[config.mk]
export PLATFORM = sky130hd
export DESIGN_NAME = frame_crc_check
export DESIGN_NICKNAME = d
export VERILOG_FILES = /design/src/rtl/frame_pkg.sv /design/src/rtl/crc32_byte.sv /design/src/rtl/frame_crc_check.sv
export SDC_FILE = /design/constraint.sdc
export NUM_CORES = 1
export LEC_CHECK = 0
export CELL_PAD_IN_SITES_DETAIL_PLACEMENT = 0
export CELL_PAD_IN_SITES_GLOBAL_PLACEMENT = 1
export CORE_UTILIZATION = 49
export CTS_CLUSTER_DIAMETER = 200
export DETAILED_ROUTE_END_ITERATION = 12
export PLACE_DENSITY = 0.9
export SYNTH_ARGS = -nofsm -noshare
export SYNTH_HDL_FRONTEND = slang
export SYNTH_SLANG_ARGS = --single-unit
[constraint.sdc]
create_clock -name iclk -period 4.62 [get_ports iclk]
set_input_delay 1.155 -clock iclk [delete_from_list [all_inputs] [get_ports iclk]]
set_output_delay 1.155 -clock iclk [all_outputs]
set_load 0.01 [all_outputs]
[src/rtl/frame_pkg.sv]
// Shared constants for the receive-side frame checker: CRC-32 (IEEE 802.3,
// reflected) parameters, FSM state encodings, length limits and helpers.
package frame_pkg;

    localparam int LEN_W = 11;

    localparam logic [31:0] CRC_POLY    = 32'hEDB8_8320;
    localparam logic [31:0] CRC_INIT    = 32'hFFFF_FFFF;
    localparam logic [31:0] CRC_RESIDUE = 32'hDEBB_20E3;

    localparam logic [1:0] ST_IDLE = 2'd0;
    localparam logic [1:0] ST_RUN  = 2'd1;
    localparam logic [1:0] ST_DROP = 2'd2;
    localparam logic [1:0] ST_DONE = 2'd3;

    localparam int unsigned MIN_LEN_DEF = 32'd64;
    localparam int unsigned MAX_LEN_DEF = 32'd1518;

    localparam logic [LEN_W-1:0] LEN_SAT = 11'd2047;

    // Byte counter increment that sticks at the top of the 11-bit range.
    function automatic logic [LEN_W-1:0] len_inc(input logic [LEN_W-1:0] cnt);
        logic [LEN_W-1:0] res;
        if (cnt == LEN_SAT) begin
            res = cnt;
        end else begin
            res = cnt + 11'd1;
        end
        return res;
    endfunction

endpackage

[src/rtl/crc32_byte.sv]
// Byte-wide CRC-32 next-state function (reflected, LSB of the byte first).
// Purely combinational so the transmit-side FCS generator can share it.
module crc32_byte
    import frame_pkg::*;
(
    input  logic [31:0] crc,
    input  logic [7:0]  data,
    output logic [31:0] crc_next
);

    logic [31:0] acc_s;

    // Shift the eight data bits through the reflected polynomial, bit 0 first.
    always_comb begin
        acc_s = crc;
        for (int i = 0; i < 8; i++) begin
            if (acc_s[0] ^ data[i]) begin
                acc_s = {1'b0, acc_s[31:1]} ^ CRC_POLY;
            end else begin
                acc_s = {1'b0, acc_s[31:1]};
            end
        end
        crc_next = acc_s;
    end

endmodule

[src/rtl/frame_crc_check.sv]
// Receive-side FCS and length checker. Accumulates CRC-32 over every valid
// byte (FCS included), counts bytes, and emits a one-cycle result strobe the
// cycle after idv falls. Results hold until the next frame completes.
module frame_crc_check
    import frame_pkg::*;
#(
    parameter int unsigned pMIN_LEN = MIN_LEN_DEF,
    parameter int unsigned pMAX_LEN = MAX_LEN_DEF
)
(
    input  logic             iclk,
    input  logic             i_rst,
    input  logic             idv,
    input  logic [7:0]       irx_d,
    input  logic             i_error,
    output logic             o_crc_val,
    output logic             o_crc_correct,
    output logic             o_len_err,
    output logic             o_frame_ok,
    output logic [LEN_W-1:0] o_len,
    output logic             o_busy
);

    localparam logic [LEN_W-1:0] MIN_L = LEN_W'(pMIN_LEN);
    localparam logic [LEN_W-1:0] MAX_L = LEN_W'(pMAX_LEN);

    logic [1:0]       state_r;
    logic [1:0]       state_nxt_s;
    logic [31:0]      crc_r;
    logic [31:0]      crc_nxt_s;
    logic [31:0]      crc_src_s;
    logic [31:0]      crc_upd_s;
    logic [LEN_W-1:0] count_r;
    logic [LEN_W-1:0] count_nxt_s;
    logic             abort_r;
    logic             abort_nxt_s;
    logic             done_s;
    logic             crc_ok_s;
    logic             len_err_s;

    // A new frame always starts from the init value; only RUN continues.
    assign crc_src_s = (state_r == ST_RUN) ? crc_r : CRC_INIT;

    crc32_byte u_crc (
        .crc      (crc_src_s),
        .data     (irx_d),
        .crc_next (crc_upd_s)
    );

    // Next-state, CRC, byte-count and abort-flag decode.
    always_comb begin
        state_nxt_s = state_r;
        crc_nxt_s   = crc_r;
        count_nxt_s = count_r;
        abort_nxt_s = abort_r;
        case (state_r)
            ST_IDLE, ST_DONE: begin
                if (idv) begin
                    count_nxt_s = 11'd1;
                    if (i_error) begin
                        state_nxt_s = ST_DROP;
                        abort_nxt_s = 1'b1;
                        crc_nxt_s   = CRC_INIT;
                    end else begin
                        state_nxt_s = ST_RUN;
                        abort_nxt_s = 1'b0;
                        crc_nxt_s   = crc_upd_s;
                    end
                end else begin
                    state_nxt_s = ST_IDLE;
                end
            end
            ST_RUN: begin
                if (!idv) begin
                    // An error coinciding with the end still aborts the frame.
                    state_nxt_s = ST_DONE;
                    abort_nxt_s = i_error;
                end else if (i_error) begin
                    state_nxt_s = ST_DROP;
                    abort_nxt_s = 1'b1;
                    count_nxt_s = len_inc(count_r);
                end else begin
                    crc_nxt_s   = crc_upd_s;
                    count_nxt_s = len_inc(count_r);
                end
            end
            ST_DROP: begin
                if (!idv) begin
                    state_nxt_s = ST_DONE;
                end else begin
                    state_nxt_s = ST_DROP;
                end
            end
            default: begin
                state_nxt_s = ST_IDLE;
            end
        endcase
    end

    // Result evaluation for the cycle that enters DONE.
    always_comb begin
        done_s    = (state_nxt_s == ST_DONE);
        crc_ok_s  = (!abort_nxt_s) && (crc_r == CRC_RESIDUE);
        len_err_s = (count_r < MIN_L) || (count_r > MAX_L);
    end

    // State, accumulator and registered outputs.
    always_ff @(posedge iclk) begin
        if (i_rst) begin
            state_r       <= ST_IDLE;
            crc_r         <= CRC_INIT;
            count_r       <= 11'd0;
            abort_r       <= 1'b0;
            o_crc_val     <= 1'b0;
            o_crc_correct <= 1'b0;
            o_len_err     <= 1'b0;
            o_frame_ok    <= 1'b0;
            o_len         <= 11'd0;
            o_busy        <= 1'b0;
        end else begin
            state_r   <= state_nxt_s;
            crc_r     <= crc_nxt_s;
            count_r   <= count_nxt_s;
            abort_r   <= abort_nxt_s;
            o_crc_val <= done_s;
            o_busy    <= (state_nxt_s == ST_RUN) || (state_nxt_s == ST_DROP);
            if (done_s) begin
                o_crc_correct <= crc_ok_s;
                o_len_err     <= len_err_s;
                o_frame_ok    <= crc_ok_s && !len_err_s;
                o_len         <= count_r;
            end else begin
                o_crc_correct <= o_crc_correct;
                o_len_err     <= o_len_err;
                o_frame_ok    <= o_frame_ok;
                o_len         <= o_len;
            end
        end
    end

endmodule
# [After elaboration in Yosys (flattened, before gate mapping)]
# Cells that the tools add are included.
# Widths: inputs -> output; s select.
[word_totals] regBits=62 in_bits=12 out_inout_bits=16 elab_cells=81
[op_classes] n_addsub=1 order_cmp=2 eq_ne=12 mux=29 bitwise_logic=16 reduce_logical=11
[ops] cell="$mux 32" count=13
[ops] cell="$not 13->14" count=8
[ops] cell="$pmux 32 s2" count=1
[ops] cell="$mux 11" count=3
[ops] cell="$eq 32x32->1 const B" count=1
[ops] cell="$pmux 11 s2" count=1
[ops] cell="$add 11x1->11 const B" count=1
[ops] cell="$eq 11x11->1 const B" count=1
[ops] cell="$gt 11x11->1 const B" count=1
[ops] cell="$lt 11x7->1 const B" count=1
[ops] cell="$eq 2x2->1 const B" count=4
[ops] cell="$mux 2" count=4
[ops] cell="$ne 2x2->1 const B" count=4
[ops] cell="$reduce_and 4->1" count=2
[ops] cell="$xor 1x1->1" count=8
[ops] cell="$pmux 2 s3" count=1
[ops] cell="$mux 1" count=5
[ops] cell="$eq 2x1->1 const B" count=2
[ops] cell="$logic_and 1x1->1" count=2
[ops] cell="$logic_not 1->1" count=2
[ops] cell="$logic_not 2->1" count=1
[ops] cell="$logic_or 1x1->1" count=2
[ops] cell="$pmux 1 s2" count=1
[ops] cell="$reduce_bool 2->1" count=1
[ops] cell="$reduce_or 2->1" count=1

# [Longest topological paths before layout]
# Gate-level depths: netlist of the first run.
[depth] word_depth=21 depth_mapped=15

# [Cells and area by module]
# A second synthesis of the first run with hierarchy kept.
[unflattened] cells_unflattened=391 area_unflattened_um2=3917.5
[modules_own_cells] mod="frame_crc_check" n_inst=1 cells_per_inst=325 area_each_um2=2947.8
[modules_own_cells] mod="crc32_byte" n_inst=1 cells_per_inst=66 area_each_um2=969.7

# [Worst setup path after synthesis of the first run]
# No wires, ideal clock.
[synth_timing] path_type="input-to-reg" start="input port idv" end="register o_len[0]" setup_time_ns=0.128 t_arrival_ns=2.835 t_required_ns=4.492 setup_slack_ns=1.657 cell_stages=9 path_cell_list="clkbuf_1 a31oi_1 nor2_1 nor3_1 ha_1 clkbuf_1 buf_1 mux2i_1 nor2_1"
[synth_via] elab_chain_cells=3
[synth_rtl] element="from (decl)" line="frame_crc_check.sv:13" text="input logic idv,"
[synth_rtl] element="$mux 2 (on tied branches)" line="frame_crc_check.sv:74, frame_crc_check.sv:58"
[synth_rtl] element="$pmux 2 s3 *" line="frame_crc_check.sv:56" text="case (state_r)"
[synth_rtl] element="net state_nxt_s[1]" line="frame_crc_check.sv:28" text="logic [1:0] state_nxt_s;"
[synth_rtl] element="$eq 2x2->1 *" line="frame_crc_check.sv:102" text="done_s = (state_nxt_s == ST_DONE);"
[synth_rtl] element="net done_s" line="frame_crc_check.sv:37" text="logic done_s;"
[synth_rtl] element="to (signal assigned)" line="frame_crc_check.sv:131" text="o_len <= count_r;"
[synth_rtl] element="to (signal assigned)" line="frame_crc_check.sv:136" text="o_len <= o_len;"
[synth_rtl] element="to (decl)" line="frame_crc_check.sv:20" text="output logic [LEN_W-1:0] o_len,"
# The timed path passes the listed nets; every way through them passes the cells marked *.
# A chain may end at the register's enable or synchronous reset.

# [Worst setup path after layout of the first run]
[layout_timing] start="input port irx_d[0]" end="register crc_r[20]"
[layout_via] elab_chain_cells=17
[layout_rtl] element="from (decl)" line="frame_crc_check.sv:14" text="input logic [7:0] irx_d,"
[layout_rtl] element="$xor 1x1->1 *" line="crc32_byte.sv:17" text="if (acc_s[0] ^ data[i]) begin"
[layout_rtl] element="$mux 32 *" line="crc32_byte.sv:17"
[layout_rtl] element="$not 13->14 (no source line)"
[layout_rtl] element="$mux 32 * (2 in series)" line="crc32_byte.sv:17"
[layout_rtl] element="$not 13->14 (no source line)"
[layout_rtl] element="$mux 32 *" line="crc32_byte.sv:17"
[layout_rtl] element="$not 13->14 (no source line)"
[layout_rtl] element="$mux 32 * (2 in series)" line="crc32_byte.sv:17"
[layout_rtl] element="$not 13->14 (no source line)"
[layout_rtl] element="$mux 32 *" line="crc32_byte.sv:17"
[layout_rtl] element="$not 13->14 (no source line)"
[layout_rtl] element="$mux 32 *" line="crc32_byte.sv:17"
[layout_rtl] element="$mux 32 (on tied branches)" line="frame_crc_check.sv:78, frame_crc_check.sv:60"
[layout_rtl] element="$mux 32 (on tied branches)" line="frame_crc_check.sv:74, frame_crc_check.sv:58"
[layout_rtl] element="$pmux 32 s2 *" line="frame_crc_check.sv:56"
[layout_rtl] element="to (signal assigned)" line="frame_crc_check.sv:122" text="crc_r <= crc_nxt_s;"
[layout_rtl] element="to (decl)" line="frame_crc_check.sv:29" text="logic [31:0] crc_r;"
# Mark *: on every way between the ends. The rest lies on a longest branch, timed or not. The select of a mux whose other input is x is not followed.

==> summary by stage, run 1 <==
STA
The post-route setup TNS is 0 ns. Setup repair after global routing left no endpoint under its margin. The number of slew-limit violations in the final report is 0. The final critical-path share of the clock period is 0.6807.

The worst relative slew slack is 0.3226. For this run, the top clock speed supported by timing is roughly 320 MHz. The post-route worst setup slack is 1.475 ns.

Hold timing on the final database bottoms out at a slack of 0.4840 ns. For the pin with the worst max-slew slack, the measured transition is 1.016 ns. The final number of hold-violating endpoints came to 0. The worst clock skew is about 0.007 ns. The setup violation total in the final timing report is 0. The time the final worst path needs with I/O delays and setup is 3.145 ns.

Logic synthesis
In this run the cell area of the synthesized design comes to 3847 um^2. The portion of the post-synthesis area used by sequential elements is 0.3226. During synthesis, Yosys emitted a total of 0 warnings. The number of enable-type register cells in the synthesized netlist is 0.

The most used flip-flop cell after synthesis is sky130_fd_sc_hd__dfxtp_1. The post-synthesis register bit count is 62. The share of flip-flops with an asynchronous set or reset after synthesis is 0. Dividing the synthesized area by the synthesized cell count gives 8.764 um^2.

The number of nets produced by synthesis is about 460. The post-synthesis instance total is 439. The number of different library cells in the post-synthesis netlist is between 50 and 60.

Drt
The first routing iteration left between 200 and 250 violations. Once detail routing completed, the nets flagged for antenna violations numbered 0. Wires add up to just over 9 mm.

After detailed routing, the number of remaining DRC violations is 0. The detailed router placed 3153 vias in this run. The mean routed wirelength per cell is 16.66 um. The ratio of routed vias to standard cells is around 5.7. The number of search-and-repair iterations in the first detailed-routing pass is 5.

Outcome
The run finished with clean final reports.

GRT
The maximum number of pins on one net before global-route repair is 33. The total global-route track usage is 0.2390. The number of antenna violations at the first check in global routing is 0. Summed over all layers, the global routing overflow is 0.

The first global-routing pass estimated 15.38 mm of wire. The via count of the first global-routing pass is 2985.

Finish
The final-layout fill cell count is 667. The layout net count is 466. The final standard cell area without fillers is around 4300 um^2. The storage element area is 1241 um^2. The commonest non-fill, non-tap cell in the layout is sky130_fd_sc_hd__dfxtp_1. In the layout the commonest cells are 62 x sky130_fd_sc_hd__dfxtp_1, 54 x sky130_fd_sc_hd__nor2_1, 50 x sky130_fd_sc_hd__xnor2_1.

Summing all multi-input logic gate instances after layout gives around 2400 um^2. The antenna diode instance count is 0. The layout overhead on the synthesized area is 12.00%. The ratio of cells with drive above 1 in the final layout is 0.06167. Once layout is complete, the cells apart from fillers number 553.

Pwr
The largest vdd supply drop is 160.9 uV. The leakage power is 1.601 nW. The power per unit of standard cell area is 340.8 nW/um^2.

Placed design
Once placement completed, the tool counted placed cells totaling between 500 and 600. The instance area after placement is just over 4000 um^2. Summed over all nets, the half-perimeter wirelength after detailed placement is 6.430 mm. Routability-driven placement finished with a final weighted congestion of 0.8921.

At the placement stage, the worst setup path has a slack of approximately 1.1 ns. Buffers placed on the I/O ports in this run total 27.

Worst setup path
The cell class contributing the biggest share of worst-path delay is simple AND/OR/NAND/NOR gates. In this design, the stage delay of the slowest critical-path cell is 0.69 ns. At the worst endpoint, the arrival time is 3.40 ns. The number of buffer and inverter instances along the worst setup path is 1. The worst path required time is around 5 ns.

The worst setup slack for register-to-register paths is 1.59 ns. STA classifies the critical path endpoint as a flop. The worst setup path is launched from an input port. The slowest cell on the critical path is sky130_fd_sc_hd__clkdlybuf4s50_1.

The class of the most critical setup path is in2reg. Traced cell by cell, the critical path runs through clkdlybuf4s50_1 > xnor2_1 > or3_4 > a211oi_2 > nor4_1 > or2_1 > a311oi_2. The largest fanout of any net on the critical path is 6.

Worst hold path
The path class of the tightest hold or removal check is reg2reg.

Clocking
The H-tree was split into 3 levels. Clock tree synthesis inserted a total of 9 buffers. The number of buffers on the longest clock path is 2.

The clock slew seen by the registers of the worst setup and hold paths is around 0.07 ns. The clock sink count is between 60 and 70. After clock tree synthesis, the flow added hold-fix buffers numbering 0. After clock tree synthesis, the repair step resized 0 gates. TritonCTS built the clock tree.

The library cell used as clock root buffer is sky130_fd_sc_hd__clkbuf_8. For the worst-skew pair, the clock arrives at the later sink with an insertion delay of approximately 0.35 ns. The post-CTS setup buffer count is 0.

Die
The die is 90.61 um tall. In this run the core area contains 31 standard-cell rows. The initial core utilization is 0.5193. The area of the core region is 7408 um^2. From left edge to right edge, the die measures 90.61 um. The I/O pin total is 28. The floorplan step defined a die boundary enclosing about 8200 um^2.

Run
The number of violations of the max-capacitance limit is 0.
==> worst reg2reg max path: cells and delay by family (launching register included) <==
family                   cells  cell delay, ns
AO/OA/AOI/OAI                3            0.77
adder cells (fa/ha/maj)      1            0.17
buffers and inverters        3            0.97
flip-flops                   1            0.36
AND/OR/NAND/NOR              2            0.61
==> final timing paths <==
kind,startpoint,endpoint,depth (start not counted)
worst max-delay path,irx_d[0],crc_r[20],7
worst max register to register,state_r[1],crc_r[20],9
worst min-delay path,o_crc_correct,o_crc_correct,2
worst min register to register,o_crc_correct,o_crc_correct,2
==> where the power goes <==
part           total (mW)  leakage [nW]  switching (mW)  internal [mW]
clock               0.468         0.101           0.239          0.230
combinational       0.387         0.995           0.189          0.198
sequential          0.613         0.505          0.0461          0.567
total                1.47          1.60           0.473          0.995
==> flip-flops by register name (all words and copies together) (netlist names) <==
name and count:
abort_r 1, count_r 11, crc_r 32, o_busy 1, o_crc_correct 1, o_crc_val 1
o_frame_ok 1, o_len 11, o_len_err 1, state_r 2
==> Yosys cell counts, types with 4 or more instances <==
cell,count,area share
sky130_fd_sc_hd__o21ai_0,6,0.0078
sky130_fd_sc_hd__dfxtp_1,62,0.32
sky130_fd_sc_hd__o22ai_1,20,0.033
sky130_fd_sc_hd__nor2_1,54,0.053
sky130_fd_sc_hd__a21oi_1,13,0.017
sky130_fd_sc_hd__buf_2,9,0.012
sky130_fd_sc_hd__ha_1,5,0.016
sky130_fd_sc_hd__nand4_1,5,0.0081
sky130_fd_sc_hd__nand3_1,7,0.0091
sky130_fd_sc_hd__mux2i_1,12,0.031
sky130_fd_sc_hd__a211oi_1,5,0.0098
sky130_fd_sc_hd__xor2_1,18,0.041
sky130_fd_sc_hd__nor2b_1,4,0.0065
sky130_fd_sc_hd__nor3_1,17,0.022
sky130_fd_sc_hd__inv_1,8,0.0078
sky130_fd_sc_hd__nand2_1,46,0.045
sky130_fd_sc_hd__clkbuf_1,16,0.016
sky130_fd_sc_hd__xnor2_1,50,0.11
sky130_fd_sc_hd__o21ai_1,4,0.0052
sky130_fd_sc_hd__xnor3_1,16,0.094
sky130_fd_sc_hd__nand2b_1,6,0.0098
sky130_fd_sc_hd__buf_1,4,0.0039
==> kinds of logic after synthesis <==
family | Yosys count | share of synthesized area
xor gates and xnor gates | 85 | 0.2527
muxes | 12 | 0.03122
buffers and inverters | 41 | 0.04976
and+or+nand+nor | 164 | 0.2046
adders and majority gates | 5 | 0.01626
DFF | 62 | 0.3226
AOI/OAI and AO/OA | 70 | 0.1229
==> final cells by class <==
class | instances | share of cell area
Tap cell | 99 | 0.02875
Multi-Input combinational cell | 336 | 0.5604
Inverter | 8 | 0.006969
Clock inverter | 5 | 0.009292
Timing Repair Buffer | 32 | 0.07143
Sequential cell | 62 | 0.2880
Clock buffer | 11 | 0.03513
==> per-layer routing <==
layer / part of all wire / global-route usage
met1: 0.47 / 0.3307
met4: 0.030 / 0.1102
met2: 0.44 / 0.3573
met3: 0.062 / 0.04714
met5: 0 / 0
==> through the flow <==
step             util  total power [mW]
6_report       0.5817             1.468
5_1_grt        0.5817             1.538
4_1_cts        0.5817             1.475
3_5_place_dp   0.5558             1.006
3_3_place_gp   0.5558             1.003
2_1_floorplan       -            0.9273
Power figures use the tool's default switching activity.
==> run 2: changes to the inputs <==
Settings changed: CORE_UTILIZATION 49 to 41, PLACE_DENSITY 0.9 to 0.81.
Clock period 4.62 ns to 2.8 ns, I/O delays scaled along.
==> run 2 against run 1 <==
  * Final area rose by 5.6%
  * Non-clock buffer count rose by 29
  * Clock skew rose by 0.0039 ns
  * Clock-buffer cell count fell by 2
  * Worst setup slack got worse by 1.2 ns
  * Utilization fell by 7.0 points
  * Sequential power rose by 63%
  * Critical path type is now reg2reg
  * Highest routed layer unchanged
==> summary by stage, run 2 (synthesis results as in run 1) <==
Die
The initial core utilization is 0.4327. The total area inside the core boundary comes to around 8900 um^2. The die covers 9775 um^2. The I/O pin total is 28. The die is between 90 and 100 um wide. The number of cell rows is 34. The die is roughly 100 um tall.

Finish
The register with the most flip-flops in the layout has 32 of them. The layout net count is 495. Of the cells placed in the final design, the portion with a size suffix greater than 1 is 0.1180. The library cell used most frequently in the layout, excluding fill and tap cells, is sky130_fd_sc_hd__dfxtp_1. The final cell utilization of the core is 0.5120. Relative to the synthesized area, the layout overhead comes to 18.31%. The number of antenna diodes in the final layout is 0.

The largest registers in the layout are crc_r: 32 flops, count_r: 11 flops, o_len: 11 flops. In the layout the commonest cells are 62 x sky130_fd_sc_hd__dfxtp_1, 54 x sky130_fd_sc_hd__nor2_1, 50 x sky130_fd_sc_hd__xnor2_1. Counting the fill cells in the layout gives approximately 850. crc_r holds more flip-flops than any other register.

Worst setup path
The endpoint class of the critical path is a flop. The startpoint kind of the worst setup timing path is a flop. Data arrives at the worst endpoint at 2.78 ns. The critical path goes through inv_1 > ha_1 > buf_4 > nor2_1 > o32ai_1 > ha_1 > nand2_1 > nor3_1 > and4_1 > nand4_1 > a2bb2oi_1 > nor2_1. The worst path required time is roughly 3.1 ns. The slowest stage of the critical path is the sky130_fd_sc_hd__dfxtp_1 cell.

Of all nets on the critical path, the largest fanout is 30. The setup path with the least slack is of type reg2reg. The largest single stage delay on the critical path is approximately 0.33 ns. The worst setup slack for register-to-register paths is about 0.32 ns.

STA
The worst relative slew slack is 0.6576. The final critical-path share of the clock period is 0.8867. The final number of hold-violating endpoints is 0.

The number of slew-limit violations in the final report was 0. The time the final worst path needs with I/O delays and setup is 2.483 ns. The measured slew at the worst slew-check pin is about 0.5 ns. The maximum operating frequency is 402.8 MHz.

The clock arrives with 0.01105 ns of skew. Setup repair after global routing left no endpoint under its margin. Setup violations remaining at the end of the flow were counted as 0. Hold is met by roughly 0.47 ns.

Drt
The final wirelength is between 9 and 10 mm. The total vias in the final route is 3235. The number of search-and-repair iterations in the first detailed-routing pass is 5.

The ratio of routed vias to standard cells is 5.474. The iteration-0 DRC count of the detailed router is between 100 and 150. In this run the remaining antenna-violating nets after routing total 0. The remaining design rule violation count is 0. The mean routed wirelength per cell is approximately 17 um.

Clocking
The number of buffers on the longest clock path is 2. Hold repair after CTS inserted 0 buffers. Buffers inserted during clock tree synthesis total 9.

The clock slew seen by the registers of the worst setup and hold paths is 0.08 ns. The insertion delay of the later-clocked pin in the worst-skew pair is 0.35 ns. The H-tree level count is 3.

The count of instances resized after the clock tree is built is 0. TritonCTS built the clock tree. The post-CTS setup buffer count is 0. The library cell used as clock root buffer is sky130_fd_sc_hd__clkbuf_8.

The clock sink count is 62.

Pwr
Dividing total power by cell area gives a power density of about 540 nW/um^2. The largest vdd supply drop is 227.4 uV. For this design the static power due to leakage is 1.736 nW. Total power for the finished layout comes to 2.466 mW.

GRT
The via count of the first global-routing pass was around 3200. The number of antenna violations at the first check in global routing is 0. The total overflow left after global routing is 0. Entering global routing, the biggest net connects 33 pins. The total global-route track usage is 0.2158.

The first global-routing pass estimated ~16 mm of wire.

Placed design
Routability-driven placement finished with a final weighted congestion of 0.8661. Summed over all nets, the half-perimeter wirelength after detailed placement is approximately 7 mm. The quantity of I/O buffers inserted on ports is 27.

Run
The number of violations of the max-capacitance limit is 0.

Outcome
The flow ran to the end, and the final reports show no timing, DRC or antenna violations.

Worst hold path
The tightest min-delay check is of the reg2reg type.
==> run 2: changes by cell type in the layout (fill, tap and decap cells not counted), sizes merged <==
cell      before  now
clkinv         2    3
buf            5   34
clkbuf        11    9
clkinvlp       0    1
==> run 2: final timing paths <==
| check | start | to | depth (start not counted) |
|---|---|---|---|
| worst max register to register | state_r[1] | o_frame_ok | 12 |
| worst max-delay path | state_r[1] | o_frame_ok | 12 |
| worst min register to register | o_crc_correct | o_crc_correct | 2 |
| worst min-delay path | o_crc_correct | o_crc_correct | 2 |
==> run 2: critical path: cells and delay by family (launching register included) <==
family | cells | cell delay (ns)
compound gates | 2 | 0.50
fa+ha+maj | 2 | 0.42
buf+inv | 2 | 0.39
flops | 1 | 0.33
simple gates | 6 | 0.78
==> run 2: area by class of cell <==
type / count / area (um^2) / share of cell area
clock inverter: 7 / 56.30 / 0.01237
tap: 108 / 135.1 / 0.02969
timing repair buffer: 61 / 550.5 / 0.1209
clock buffer: 9 / 123.9 / 0.02721
inverter: 8 / 30.03 / 0.006597
sequential: 62 / 1241 / 0.2727
multi-input combinational: 336 / 2415 / 0.5305
==> run 2: routing by layer <==
| layer | up-vias | wire (um) | track usage |
|---|---|---|---|
| met1 | 1574 | 4695 | 0.2951 |
| met5 | - | 0 | 0 |
| li1 | 1587 | - | - |
| met4 | 0 | 107 | 0.08266 |
| met3 | 8 | 431 | 0.03759 |
| met2 | 66 | 4556 | 0.3394 |
==> run 2: power breakdown <==
part | leakage (nW) | internal [mW] | switching, mW
clock network | 0.0906 | 0.332 | 0.416
logic | 1.14 | 0.383 | 0.331
registers | 0.505 | 0.935 | 0.0690
==> run 2: through the flow <==
stage | setup TNS (ns) | instance area [um^2] | setup slack [ns] | std cells
4_1_cts | 0 | 4552 | 0.3269 | 591
6_report | 0 | 4552 | 0.3171 | 591
3_3_place_gp | -0.02952 | 4372 | -0.02952 | 575
5_1_grt | 0 | 4552 | 0.1190 | 591
2_1_floorplan | 0 | 3847 | 0.05201 | 439
3_5_place_dp | -0.05304 | 4372 | -0.01635 | 575
